**src/rtl/seg7_reader.sv**
```systemverilog
// ============================================================================
//  Module      : seg7_reader
//  Description : Recovers hex digits from a multiplexed active-low 7-segment
//                display bus. Optional decimal point via SEG7_READER_DP_EN.
//  Revision    : 1.0 - initial release
// ============================================================================
`default_nettype none

module seg7_reader #(
  parameter int STABLE_CNT = 4
) (
  input  logic        clk,
  input  logic        rst_n,
  input  logic [0:6]  seg,
  input  logic [3:0]  dig,
`ifdef SEG7_READER_DP_EN
  input  logic        dp,
  output logic [3:0]  dpo,
`endif
  output logic [15:0] value,
  output logic [3:0]  valid,
  output logic [3:0]  err,
  output logic        upd
);

`ifdef SEG7_READER_DP_EN
  localparam int c_PW = 8;
`else
  localparam int c_PW = 7;
`endif
  localparam logic [3:0] c_STABLE = 4'(STABLE_CNT);

  typedef enum logic [1:0] {
    ST_IDLE   = 2'd0,
    ST_TRACK  = 2'd1,
    ST_LOCKED = 2'd2
  } state_t;

  state_t          r_state, w_state_nxt;
  logic [6:0]      r_seg_s1, r_seg_s2;
  logic [3:0]      r_dig_s1, r_dig_s2;
  logic [3:0]      r_cnt, w_cnt_nxt;
  logic [1:0]      r_idx, w_idx_nxt, w_idx;
  logic [c_PW-1:0] r_pat, w_pat_nxt, w_sample;
  logic            w_single, w_capture;
  logic [6:0]      w_cap_seg;
  logic [3:0]      w_dec_val;
  logic            w_dec_hit, w_dec_blank;

`ifdef SEG7_READER_DP_EN
  logic r_dp_s1, r_dp_s2;
  assign w_sample = {r_seg_s2, r_dp_s2};
`else
  assign w_sample = r_seg_s2;
`endif
  // Segment field of the latched pattern; seg[0] (a) sits in the MSB.
  assign w_cap_seg = r_pat[c_PW-1 -: 7];

  always_comb begin
    w_single = 1'b1;
    w_idx    = 2'd0;
    case (r_dig_s2)
      4'b1110: w_idx = 2'd0;
      4'b1101: w_idx = 2'd1;
      4'b1011: w_idx = 2'd2;
      4'b0111: w_idx = 2'd3;
      default: w_single = 1'b0;
    endcase
  end

  always_comb begin
    w_dec_val   = 4'h0;
    w_dec_hit   = 1'b1;
    w_dec_blank = 1'b0;
    case (w_cap_seg)
      7'b0000001: w_dec_val = 4'h0;
      7'b1001111: w_dec_val = 4'h1;
      7'b0010010: w_dec_val = 4'h2;
      7'b0000110: w_dec_val = 4'h3;
      7'b1001100: w_dec_val = 4'h4;
      7'b0100100: w_dec_val = 4'h5;
      7'b0100000: w_dec_val = 4'h6;
      7'b0001111: w_dec_val = 4'h7;
      7'b0000000: w_dec_val = 4'h8;
      7'b0000100: w_dec_val = 4'h9;
      7'b0001000: w_dec_val = 4'hA;
      7'b1100000: w_dec_val = 4'hB;
      7'b0110001: w_dec_val = 4'hC;
      7'b1000010: w_dec_val = 4'hD;
      7'b0110000: w_dec_val = 4'hE;
      7'b0111000: w_dec_val = 4'hF;
      7'b1111111: begin w_dec_hit = 1'b0; w_dec_blank = 1'b1; end
      default:    w_dec_hit = 1'b0;
    endcase
  end

  always_comb begin
    w_state_nxt = r_state;
    w_cnt_nxt   = r_cnt;
    w_idx_nxt   = r_idx;
    w_pat_nxt   = r_pat;
    w_capture   = 1'b0;
    case (r_state)
      ST_IDLE: begin
        if (w_single) begin
          w_state_nxt = ST_TRACK;
          w_cnt_nxt   = 4'd1;
          w_idx_nxt   = w_idx;
          w_pat_nxt   = w_sample;
        end
      end
      ST_TRACK, ST_LOCKED: begin
        if (!w_single) begin
          w_state_nxt = ST_IDLE;
          w_cnt_nxt   = 4'd0;
        end else if (w_idx != r_idx || w_sample != r_pat) begin
          w_state_nxt = ST_TRACK;
          w_cnt_nxt   = 4'd1;
          w_idx_nxt   = w_idx;
          w_pat_nxt   = w_sample;
        end else if (r_state == ST_TRACK) begin
          // Capture fires on the edge where the count would reach the limit.
          if (r_cnt + 4'd1 == c_STABLE) begin
            w_state_nxt = ST_LOCKED;
            w_cnt_nxt   = c_STABLE;
            w_capture   = 1'b1;
          end else begin
            w_cnt_nxt   = r_cnt + 4'd1;
          end
        end
      end
      default: begin
        w_state_nxt = ST_IDLE;
        w_cnt_nxt   = 4'd0;
      end
    endcase
  end

  always_ff @(posedge clk or negedge rst_n) begin
    if (!rst_n) begin
      r_seg_s1 <= '1;
      r_seg_s2 <= '1;
      r_dig_s1 <= '1;
      r_dig_s2 <= '1;
      r_state  <= ST_IDLE;
      r_cnt    <= 4'd0;
      r_idx    <= 2'd0;
      r_pat    <= '1;
    end else begin
      r_seg_s1 <= seg;
      r_seg_s2 <= r_seg_s1;
      r_dig_s1 <= dig;
      r_dig_s2 <= r_dig_s1;
      r_state  <= w_state_nxt;
      r_cnt    <= w_cnt_nxt;
      r_idx    <= w_idx_nxt;
      r_pat    <= w_pat_nxt;
    end
  end

  always_ff @(posedge clk or negedge rst_n) begin
    if (!rst_n) begin
      value <= 16'h0000;
      valid <= 4'h0;
      err   <= 4'h0;
      upd   <= 1'b0;
    end else begin
      upd <= w_capture;
      if (w_capture) begin
        valid[r_idx] <= w_dec_hit;
        err[r_idx]   <= !w_dec_hit && !w_dec_blank;
        if (w_dec_hit) begin
          value[{r_idx, 2'b00} +: 4] <= w_dec_val;
        end
      end
    end
  end

`ifdef SEG7_READER_DP_EN
  always_ff @(posedge clk or negedge rst_n) begin
    if (!rst_n) begin
      r_dp_s1 <= 1'b1;
      r_dp_s2 <= 1'b1;
      dpo     <= 4'h0;
    end else begin
      r_dp_s1 <= dp;
      r_dp_s2 <= r_dp_s1;
      if (w_capture) begin
        dpo[r_idx] <= ~r_pat[0];
      end
    end
  end
`endif

endmodule

`default_nettype wire

```
**config.mk**
```make
export PLATFORM = sky130hd
export DESIGN_NAME = seg7_reader
export DESIGN_NICKNAME = d
export VERILOG_FILES = /design/src/rtl/seg7_reader.sv
export SDC_FILE = /design/constraint.sdc
export NUM_CORES = 1
export LEC_CHECK = 0
export ABC_AREA = 1
export BUFFER_PORTS_ARGS = -buffer_cell sky130_fd_sc_hd__buf_2
export CELL_PAD_IN_SITES_DETAIL_PLACEMENT = 0
export CELL_PAD_IN_SITES_GLOBAL_PLACEMENT = 1
export CORE_MARGIN = 1.5
export CORE_UTILIZATION = 43
export CTS_CLUSTER_DIAMETER = 150
export DETAILED_ROUTE_END_ITERATION = 6
export GPL_ROUTABILITY_DRIVEN = 0
export PLACE_DENSITY_LB_ADDON = 0.1
export SKIP_LAST_GASP = 1
export SLEW_MARGIN = 15
export SYNTH_ARGS = -nofsm -noshare
export SYNTH_HDL_FRONTEND = slang
export SYNTH_SLANG_ARGS = --single-unit
```
**constraint.sdc**
```tcl
create_clock -name clk -period 2.3 [get_ports clk]
set_input_delay 0.23 -clock clk [delete_from_list [all_inputs] [get_ports clk]]
set_output_delay 0.23 -clock clk [all_outputs]
set_load 0.005 [all_outputs]
```
== Word-level counts from Yosys, hierarchy flattened ==
Index checks and enable logic that the tools add are counted.
Operators by class
  equal/unequal tests: 30
  shift operators: 2
  $lt $le $gt $ge: 2
  reduce and logical (&&, ||, !) cells: 15
  muxes and demuxes: 35
  add/sub/neg operators: 2
Operators by type and width (number)
  4-bit case mux with 15 select lines: 1
  7-bit by 6-bit equality test with 1-bit output, second input constant: 5
  7-bit equality test, second input constant: 5
  7-bit 2-to-1 mux: 3
  4-bit 2-to-1 mux: 5
  16-bit bitwise mux: 1
  2-bit 2-to-1 mux: 8
  16-bit OR reduction: 1
  4-bit by 6-bit variable shift with 16-bit output, first input constant: 1
  4-bit by 6-bit indexed part select with 16-bit output: 1
  7-bit by 3-bit equality test with 1-bit output, second input constant: 2
  7-bit by 4-bit equality test with 1-bit output, second input constant: 2
  7-bit case mux with 2 select lines: 1
  4-bit equality test, second input constant: 3
  1-bit 2-to-1 mux: 9
  4-bit bitwise mux: 2
  4-bit by 3-bit equality test with 1-bit output, second input constant: 2
  4-bit inequality test, second input constant: 2
  2-bit case mux with 2 select lines: 2
  4-bit case mux with 2 select lines: 1
  7-bit by 1-bit equality test with 1-bit output, second input constant: 1
  7-bit by 5-bit equality test with 1-bit output, second input constant: 1
  7-bit zero test: 1
  7-bit inequality test: 1
  other kinds (20): 25
Storage, ports and cells
  output and inout bits: 25
  input bits: 13
  bits in registers: 62

== Longest topological paths before layout ==
Gate-level depths: netlist of run 1.
  depth after elaboration: 8
  gate-level depth with buffers: 13
  mapped depth without buffers: 12

== Worst setup path before layout of run 1 ==
OpenSTA, ideal clock, no wires.
  path kind: reg-to-reg
  from: register r_dig_s2[1]
  to: register value[7]
  library setup time: 0.117 ns
  data required time: 2.183 ns
  data arrival time: 1.663 ns
  slack: 0.519 ns
  stages on the path, launching flop included: 12
  cell sequence: dfstp_2 > nand2_1 > inv_2 > nand3_1 > nand2_1 > nand2_1 > nor2_2 > nand4_4 > nor2_4 > nand2_4 > nand2_1 > nand2_1
Between the ends
  cells in the longest elaborated chain, start to end: 8
  elaborated cells on any way between the ends: 13
  those cells by class: 5 x eq/ne; 5 x mux; 3 x reduce/logical
RTL lines
  start, declared: line 41  | logic [3:0] r_dig_s1, r_dig_s2;
  start signal, assigned: line 153  | r_dig_s2 <= r_dig_s1;
  4-bit by 3-bit equality test with 1-bit output / 4-bit equality test (equally long branches): line 62  | case (r_dig_s2)
  2-bit case mux with 3 select lines: line 62
  2-bit inequality test: line 116  | end else if (w_idx != r_idx || w_sample != r_pat) begin
  1-bit logical OR: line 116
  1-bit 2-to-1 mux: line 116
  1-bit 2-to-1 mux (*): line 113  | if (!w_single) begin
  1-bit 2-to-1 mux (*): line 103  | case (r_state)
  2-bit AND reduction (no source line) (*)
  end signal, assigned by index: line 173  | value[{r_idx, 2'b00} +: 4] <= w_dec_val;
  end, declared: line 20  | output logic [15:0] value,
Mark *: on every way between the ends. The rest lies on a longest branch, timed or not.
A chain may end at the register's enable or synchronous reset.

== Final worst setup path of run 1 ==
  from: register r_pat[3]
  to: register value[11]
Between the ends
  cells in the longest elaborated chain, start to end: 6
  elaborated cells on any way between the ends: 27
  those cells by class: 16 x eq/ne; 1 x shift; 6 x mux; 4 x reduce/logical
RTL lines
  start, declared: line 44  | logic [c_PW-1:0] r_pat, w_pat_nxt, w_sample;
  start signal, assigned: line 157  | r_pat <= w_pat_nxt;
  branches (longest 6 deep; another with 4-bit by 6-bit indexed part select with 16-bit output)
Parallel ways; which one is timed is not known.

==> results of run 1 <==
## layer usage
| metal | GRT usage | wire [µm] | up-vias |
|---|---|---|---|
| met1 | 0.215 | 2880 | 1092 |
| met4 | 0.0767 | 126 | 0 |
| met3 | 0.0452 | 188 | 10 |
| met2 | 0.285 | 2640 | 40 |
| met5 | 0 | 0 | - |
| li1 | - | - | 1322 |
## path summary, 6_finish.rpt
| kind | startpoint | end | depth (start not counted) |
|---|---|---|---|
| max | r_pat[3] | value[11] | 12 |
| min | rst_n | value[0] | 2 |
| max reg2reg | r_pat[3] | value[11] | 12 |
| min reg2reg | r_dig_s1[2] | r_dig_s2[2] | 0 |
| max in group asynchronous | rst_n | r_state[0] | 2 |
| min in group clk | r_dig_s1[2] | r_dig_s2[2] | 0 |
## final cells by class
class | instances | area (µm²)
Clock buffer | 11 | 163
Timing Repair Buffer | 50 | 310
Inverter | 48 | 180
Tap cell | 96 | 120
Fill cell | 708 | 3170
Sequential cell | 62 | 1590
Clock inverter | 5 | 61.3
Multi-Input combinational cell | 275 | 1310
## stage by stage
step                      setup WS [ns]   util  area, µm²  std cells  power, mW
final                             0.220  0.540       3730        547       3.76
after global routing            0.00295  0.540       3730        547       4.07
after CTS                         0.223  0.540       3730        547       3.81
after detailed placement          0.242  0.492       3400        520       2.71
after global placement            0.222  0.492       3400        520       2.68
after floorplan                   0.519      -       3110        389       2.44
## sequential cells by signal, summed over array words and instances (netlist names), 2 cells and up
register,flops
r_idx,2
r_dig_s2,4
valid,4
err,4
r_seg_s2,7
r_seg_s1,7
r_state,2
r_pat,7
r_cnt,4
value,16
r_dig_s1,4
## placed cells by master (no fill, tap or decap)
cell / synthesis / routed
buf_4: 0 / 2
inv_4: 0 / 1
inv_1: 40 / 40
clkinvlp_4: 0 / 1
nor2_4: 4 / 4
o21ai_1: 8 / 8
dfstp_2: 29 / 29
clkbuf_8: 0 / 10
a21oi_1: 6 / 6
dlygate4sd3_1: 0 / 11
nand2_1: 147 / 147
o211ai_1: 1 / 1
nand2_2: 3 / 3
nand4_4: 1 / 1
nor3_2: 1 / 1
a21oi_2: 1 / 1
o21ai_0: 1 / 1
ha_1: 10 / 10
inv_2: 8 / 8
nor2_2: 3 / 3
nand2_4: 2 / 2
nor2_1: 42 / 42
clkbuf_16: 0 / 1
nor3_1: 6 / 6
nand3_1: 27 / 27
xnor2_1: 3 / 3
dfrtp_1: 33 / 33
buf_2: 1 / 37
bufinv_16: 0 / 1
inv_6: 0 / 2
nand4_1: 9 / 9
## power groups by stage
stage / Sequential [mW] / Clock [mW] / Combinational, mW
after CTS: 1.44 / 1.10 / 1.27
final: 1.44 / 1.07 / 1.25
after global placement: 1.45 / 0 / 1.23
after detailed placement: 1.46 / 0 / 1.25
after floorplan: 1.42 / 0 / 1.03
after global routing: 1.47 / 1.15 / 1.45
## logic make-up after synthesis
logic type / synth area share
adders and majority gates: 0.0402
AOI/OAI and AO/OA: 0.0294
and+or+nand+nor: 0.343
buffers and inverters: 0.0680
DFF: 0.511
xor gates and xnor gates: 0.00845
## timing repair
action                                 4_1_cts  5_1_grt
endpoints found under the hold margin       11        0
hold buffers                                11        0
setup endpoints to repair                    0        0
==> impl_metrics.toml, run 1 <==
[clock_network]
cts_sinks = 62
cts_resized = 0
insertion_delay_ns = 0.35
cts_buffers = 9
cts_setup_buffers = 0
cts_tree = "done"
clock_path_buffers = 2
cts_root_buffer = "clkbuf_8"
cts_htree_levels = 3
clkSlewWorstSetupHoldPaths_ns = 0.08

[floorplan]
die-height_um = 88.0
coreArea_um2 = 6910
fp-row-count = 30
die_area_um2 = 7750
io-pin-count = 38
die_w_um = 88.0
initial_core_util = 0.450

[detailed_routing]
avgViaCountPerCell = 4.50
ant_nets = 0
drtIter0Drc = 74
num_vias = 2464
drtPass1Iterations = 4
wl_per_cell_um = 10.7
drcViolationCount = 0
routed_wl_um = 5830

[cells_and_area]
nNetsFinal = 469
synthToLayoutAreaGrowth_pct = 20.0
antenna_cells = 0
layout-drive-gt1-share = 0.237

[synth]
synthesis.instances = 389
synth_fp_nets = 412
synth.top_cell.area_share = 0.266
synth_commonest_cells = "nand2_1 (147), nor2_1 (42), inv_1 (40), dfrtp_1 (33), dfstp_2 (29)"
synth_area_um2 = 3110
synth_edf_count = 0
synth_cell_type_count = 25
synth_area_leader_cell = "dfrtp_1"
synth-seq-cells = 62
synth_ff_type = "dfrtp_1"
synth_area_leaders = "dfrtp_1 (27%), dfstp_2 (25%), nand2_1 (18%)"
syn_area_per_cell_um2 = 7.99
synth_most_common_cell = "nand2_1"
yosysSeqAreaShare = 0.511
async_flop_share = 1.00
yosysWarnings = 0

[place]
io_buffers = 37
dp_hpwl_um = 4220

[worst_setup_path]
cp-start-kind = "flop"
endpoint_kind = "flop"
path_max_fanout = 15
crit_buf_inv = 2
r2r_slack_ns = 0.22
cpMostUsedCell = "nand2_1"
cp_cell_sequence = "nand2_1 -> nor2_1 -> nand2_1 -> nand2_1 -> nor2_2 -> inv_1 -> nor2_1 -> nand2_1 -> buf_4 -> nand2_2 -> nand2_1 -> nand2_1"
cp.arrival_ns = 2.32
critPathSlowestCell = "dfstp_2"
worstSetupPathType = "reg2reg"
cpPeakStageDelay_ns = 0.60
worstPathRequired_ns = 2.54
cp_top_family = "simple AND/OR/NAND/NOR gates"

[timing]
finClkSkew_ns = 0.0166
finalCritPeriodShare = 0.904
holdWs_ns = 0.00197
min_period_ns = 2.08
relSlewSlack = 0.499
rsz0062_at_grt = "false"
fmax_ghz = 0.481
slew_viol_final = 0
setup_tns_ns = 0
worstMarginPinSlew_ns = 0.752
hold_viol = 0
setup_viol = 0

[power_and_ir_drop]
switching_share = 0.402
ir_drop_mv = 0.464
switching_power_mw = 1.51
p_int_mw = 2.25
combPwrFrac = 0.334
power.leakage_nw = 2.04
p_seq_frac = 0.382
power_density_nw_per_um2 = 1010
power_frac_clock = 0.284

[grt]
track_usage = 0.173
gr-total-overflow = 0
antenna_found_initial = 0
grt_max_degree = 63
first_global_vias = 2336
grt_pass1_wl_um = 10300

[worst_hold_path]
hp-class = "in2async"

[run_status]
status = "finished clean"

[flow_run]
cap_violations = 0
Power figures use the tool's default switching activity.
==> run 2: changes to the inputs <==
==> config.mk (replaced) <==
export PLATFORM = sky130hd
export DESIGN_NAME = seg7_reader
export DESIGN_NICKNAME = d
export VERILOG_FILES = /design/src/rtl/seg7_reader.sv
export SDC_FILE = /design/constraint.sdc
export NUM_CORES = 1
export LEC_CHECK = 0
export BUFFER_PORTS_ARGS = -buffer_cell sky130_fd_sc_hd__buf_2
export CELL_PAD_IN_SITES_DETAIL_PLACEMENT = 0
export CELL_PAD_IN_SITES_GLOBAL_PLACEMENT = 1
export CORE_ASPECT_RATIO = 1.4
export CORE_MARGIN = 1.5
export CORE_UTILIZATION = 45
export CTS_CLUSTER_DIAMETER = 150
export DETAILED_ROUTE_END_ITERATION = 6
export GPL_ROUTABILITY_DRIVEN = 0
export PLACE_DENSITY_LB_ADDON = 0.1
export SKIP_LAST_GASP = 1
export SLEW_MARGIN = 20
export SYNTH_ARGS = -nofsm -noshare
export SYNTH_HDL_FRONTEND = slang
export SYNTH_SLANG_ARGS = --single-unit
==> impl_metrics.toml, run 2 <==
[cells_and_area]
layout_commonest_cell = "buf_2"
largest-register = "value"
antenna_cells = 0
layout_common_cells = "buf_2 (37), dfrtp_1 (33), nor2_1 (30)"
synthToLayoutAreaGrowth_pct = 27.9
fillers = 567
layout-drive-gt1-share = 0.460
largest_reg_flops = 16
nNetsFinal = 364

[synth]
synth_edf_count = 0
synth_area_leaders = "dfrtp_1 (26%), dfstp_2 (24%), mux2_4 (7.6%)"
synth_area_leader_cell = "dfrtp_1"
async_flop_share = 1.00
synth.top_cell.area_share = 0.260
synthesis.instances = 263
synth-seq-cells = 62
yosysSeqAreaShare = 0.500
yosysWarnings = 0
synth_most_common_cell = "dfrtp_1"
synth_fp_nets = 286
synth_commonest_cells = "dfrtp_1 (33), nor2_1 (30), dfstp_2 (29), mux2_2 (18), mux2_4 (16)"
syn_area_per_cell_um2 = 12.1
synth_cell_type_count = 55
synth_ff_type = "dfrtp_1"
synth_area_um2 = 3170

[timing]
finalCritPeriodShare = 1.02
worst_slack_ns = -0.0548
hold_viol = 0
min_period_ns = 2.35
finClkSkew_ns = 0.0100
setup_viol = 16
worstMarginPinSlew_ns = 0.591
rsz0062_at_grt = "true"
holdWs_ns = 0.354
fmax_ghz = 0.425
slew_viol_final = 0
relSlewSlack = 0.606

[clock_network]
cts_tree = "done"
cts_htree_levels = 3
cts_buffers = 9
clock_path_buffers = 2
clkSlewWorstSetupHoldPaths_ns = 0.07
insertion_delay_ns = 0.33
cts_root_buffer = "clkbuf_8"
cts_sinks = 62

[detailed_routing]
num_vias = 2213
drtPass1Iterations = 4
ant_nets = 0
avgViaCountPerCell = 5.02
drcViolationCount = 0
drtIter0Drc = 131
wl_per_cell_um = 13.6
routed_wl_um = 5990

[grt]
antenna_found_initial = 0
grt_pass1_wl_um = 10500
track_usage = 0.182
gr-total-overflow = 0
first_global_vias = 2274
grt_max_degree = 28

[worst_setup_path]
cp_cell_sequence = "or4b_4 -> o32a_1 -> o41a_2 -> or3b_4 -> nand3_4 -> mux2_4"
cpPeakStageDelay_ns = 0.54
cp.arrival_ns = 2.57
worstPathRequired_ns = 2.52
worstSetupPathType = "reg2reg"
rr_startpoint = "r_pat[6]"
cp-start-kind = "flop"
path_max_fanout = 6
critPathSlowestCell = "dfstp_2"
endpoint_kind = "flop"
cp-startpoint = "r_pat[6]"

[power_and_ir_drop]
ir_drop_mv = 0.710
p_total_mw = 3.96
power_density_nw_per_um2 = 975
power.leakage_nw = 1.87

[worst_hold_path]
hp-start = "r_seg_s1[4]"
hp-class = "reg2reg"

[run_status]
violations = "negative setup slack"
status = "complete, but fails checks"

[place]
io_buffers = 37
dp_hpwl_um = 4430

[floorplan]
coreArea_um2 = 6890
io-pin-count = 38
die-height_um = 102
initial_core_util = 0.461
die_area_um2 = 7570
die_w_um = 74.0
fp-row-count = 36

[flow_run]
cap_violations = 0
==> run 2: final cells by class <==
| class | count | area, µm² | share of cell area |
|---|---|---|---|
| Sequential cell | 62 | 1590 | 0.391 |
| Multi-Input combinational cell | 183 | 1540 | 0.379 |
| Timing Repair Buffer | 76 | 546 | 0.134 |
| Clock buffer | 13 | 191 | 0.0471 |
| Tap cell | 95 | 119 | 0.0293 |
| Clock inverter | 3 | 46.3 | 0.0114 |
| Inverter | 9 | 33.8 | 0.00832 |
==> run 2: logic make-up after synthesis <==
logic type	count (synthesis)	synth area share
AO/OA/AOI/OAI	38	0.0851
XOR/XNOR	13	0.0382
adder cells (fa/ha/maj)	10	0.0394
buffers and inverters	18	0.0284
flip-flops	62	0.500
multiplexers	34	0.140
AND/OR/NAND/NOR	88	0.169
==> run 2: report_power, final <==
group | switching (mW) | internal, mW
Sequential | 0.173 | 1.27
Clock | 0.429 | 0.664
Combinational | 0.753 | 0.673
==> run 2: worst max-delay path: cells and delay by family, from the launching register on <==
| family | cells | cell delay, ns |
|---|---|---|
| flip-flops | 1 | 0.54 |
| AO/OA/AOI/OAI | 2 | 0.44 |
| multiplexers | 1 | 0.32 |
| AND/OR/NAND/NOR | 3 | 0.93 |
==> run 2: per-stage QoR <==
| stage | cells | worst slack [ns] | instance area (µm²) | setup TNS [ns] | util |
|---|---|---|---|---|---|
| floorplan | 263 | -0.0178 | 3200 | -0.267 | - |
| global placement | 410 | -0.00626 | 3650 | -0.0250 | 0.530 |
| detailed placement | 410 | -0.0481 | 3650 | -0.639 | 0.530 |
| CTS | 439 | -0.0362 | 4030 | -0.390 | 0.584 |
| global route | 441 | -0.120 | 4060 | -2.63 | 0.589 |
| finish | 441 | -0.0548 | 4060 | -0.674 | 0.589 |
==> run 2: worst paths after layout <==
kind,endpoint,slack (ns),cells past startpoint
max in group asynchronous,r_dig_s2[3],1.13,3
hold reg to reg,r_seg_s2[4],0.35,0
setup reg to reg,value[5],-0.05,6
hold / removal,r_seg_s2[4],0.35,0
setup / recovery,value[5],-0.05,6
min in group asynchronous,value[13],0.43,2
==> run 2: layer usage <==
| layer | wire [µm] | global-route usage | vias to the layer above |
|---|---|---|---|
| met3 | 183 | 0.0444 | 9 |
| met1 | 2470 | 0.213 | 1066 |
| met5 | 0 | 0 | - |
| met2 | 3240 | 0.317 | 50 |
| li1 | - | - | 1088 |
| met4 | 102 | 0.0670 | 0 |
==> run 2: what timing repair did <==
| item | CTS | global route |
|---|---|---|
| endpoints found under the setup margin | 20 | 29 |
| setup buffers | 1 | 3 |
| pin swaps | 3 | 2 |
| hold buffers | 12 | 0 |
| hold endpoints to repair | 22 | 0 |
| gates resized for setup | 2 | 4 |
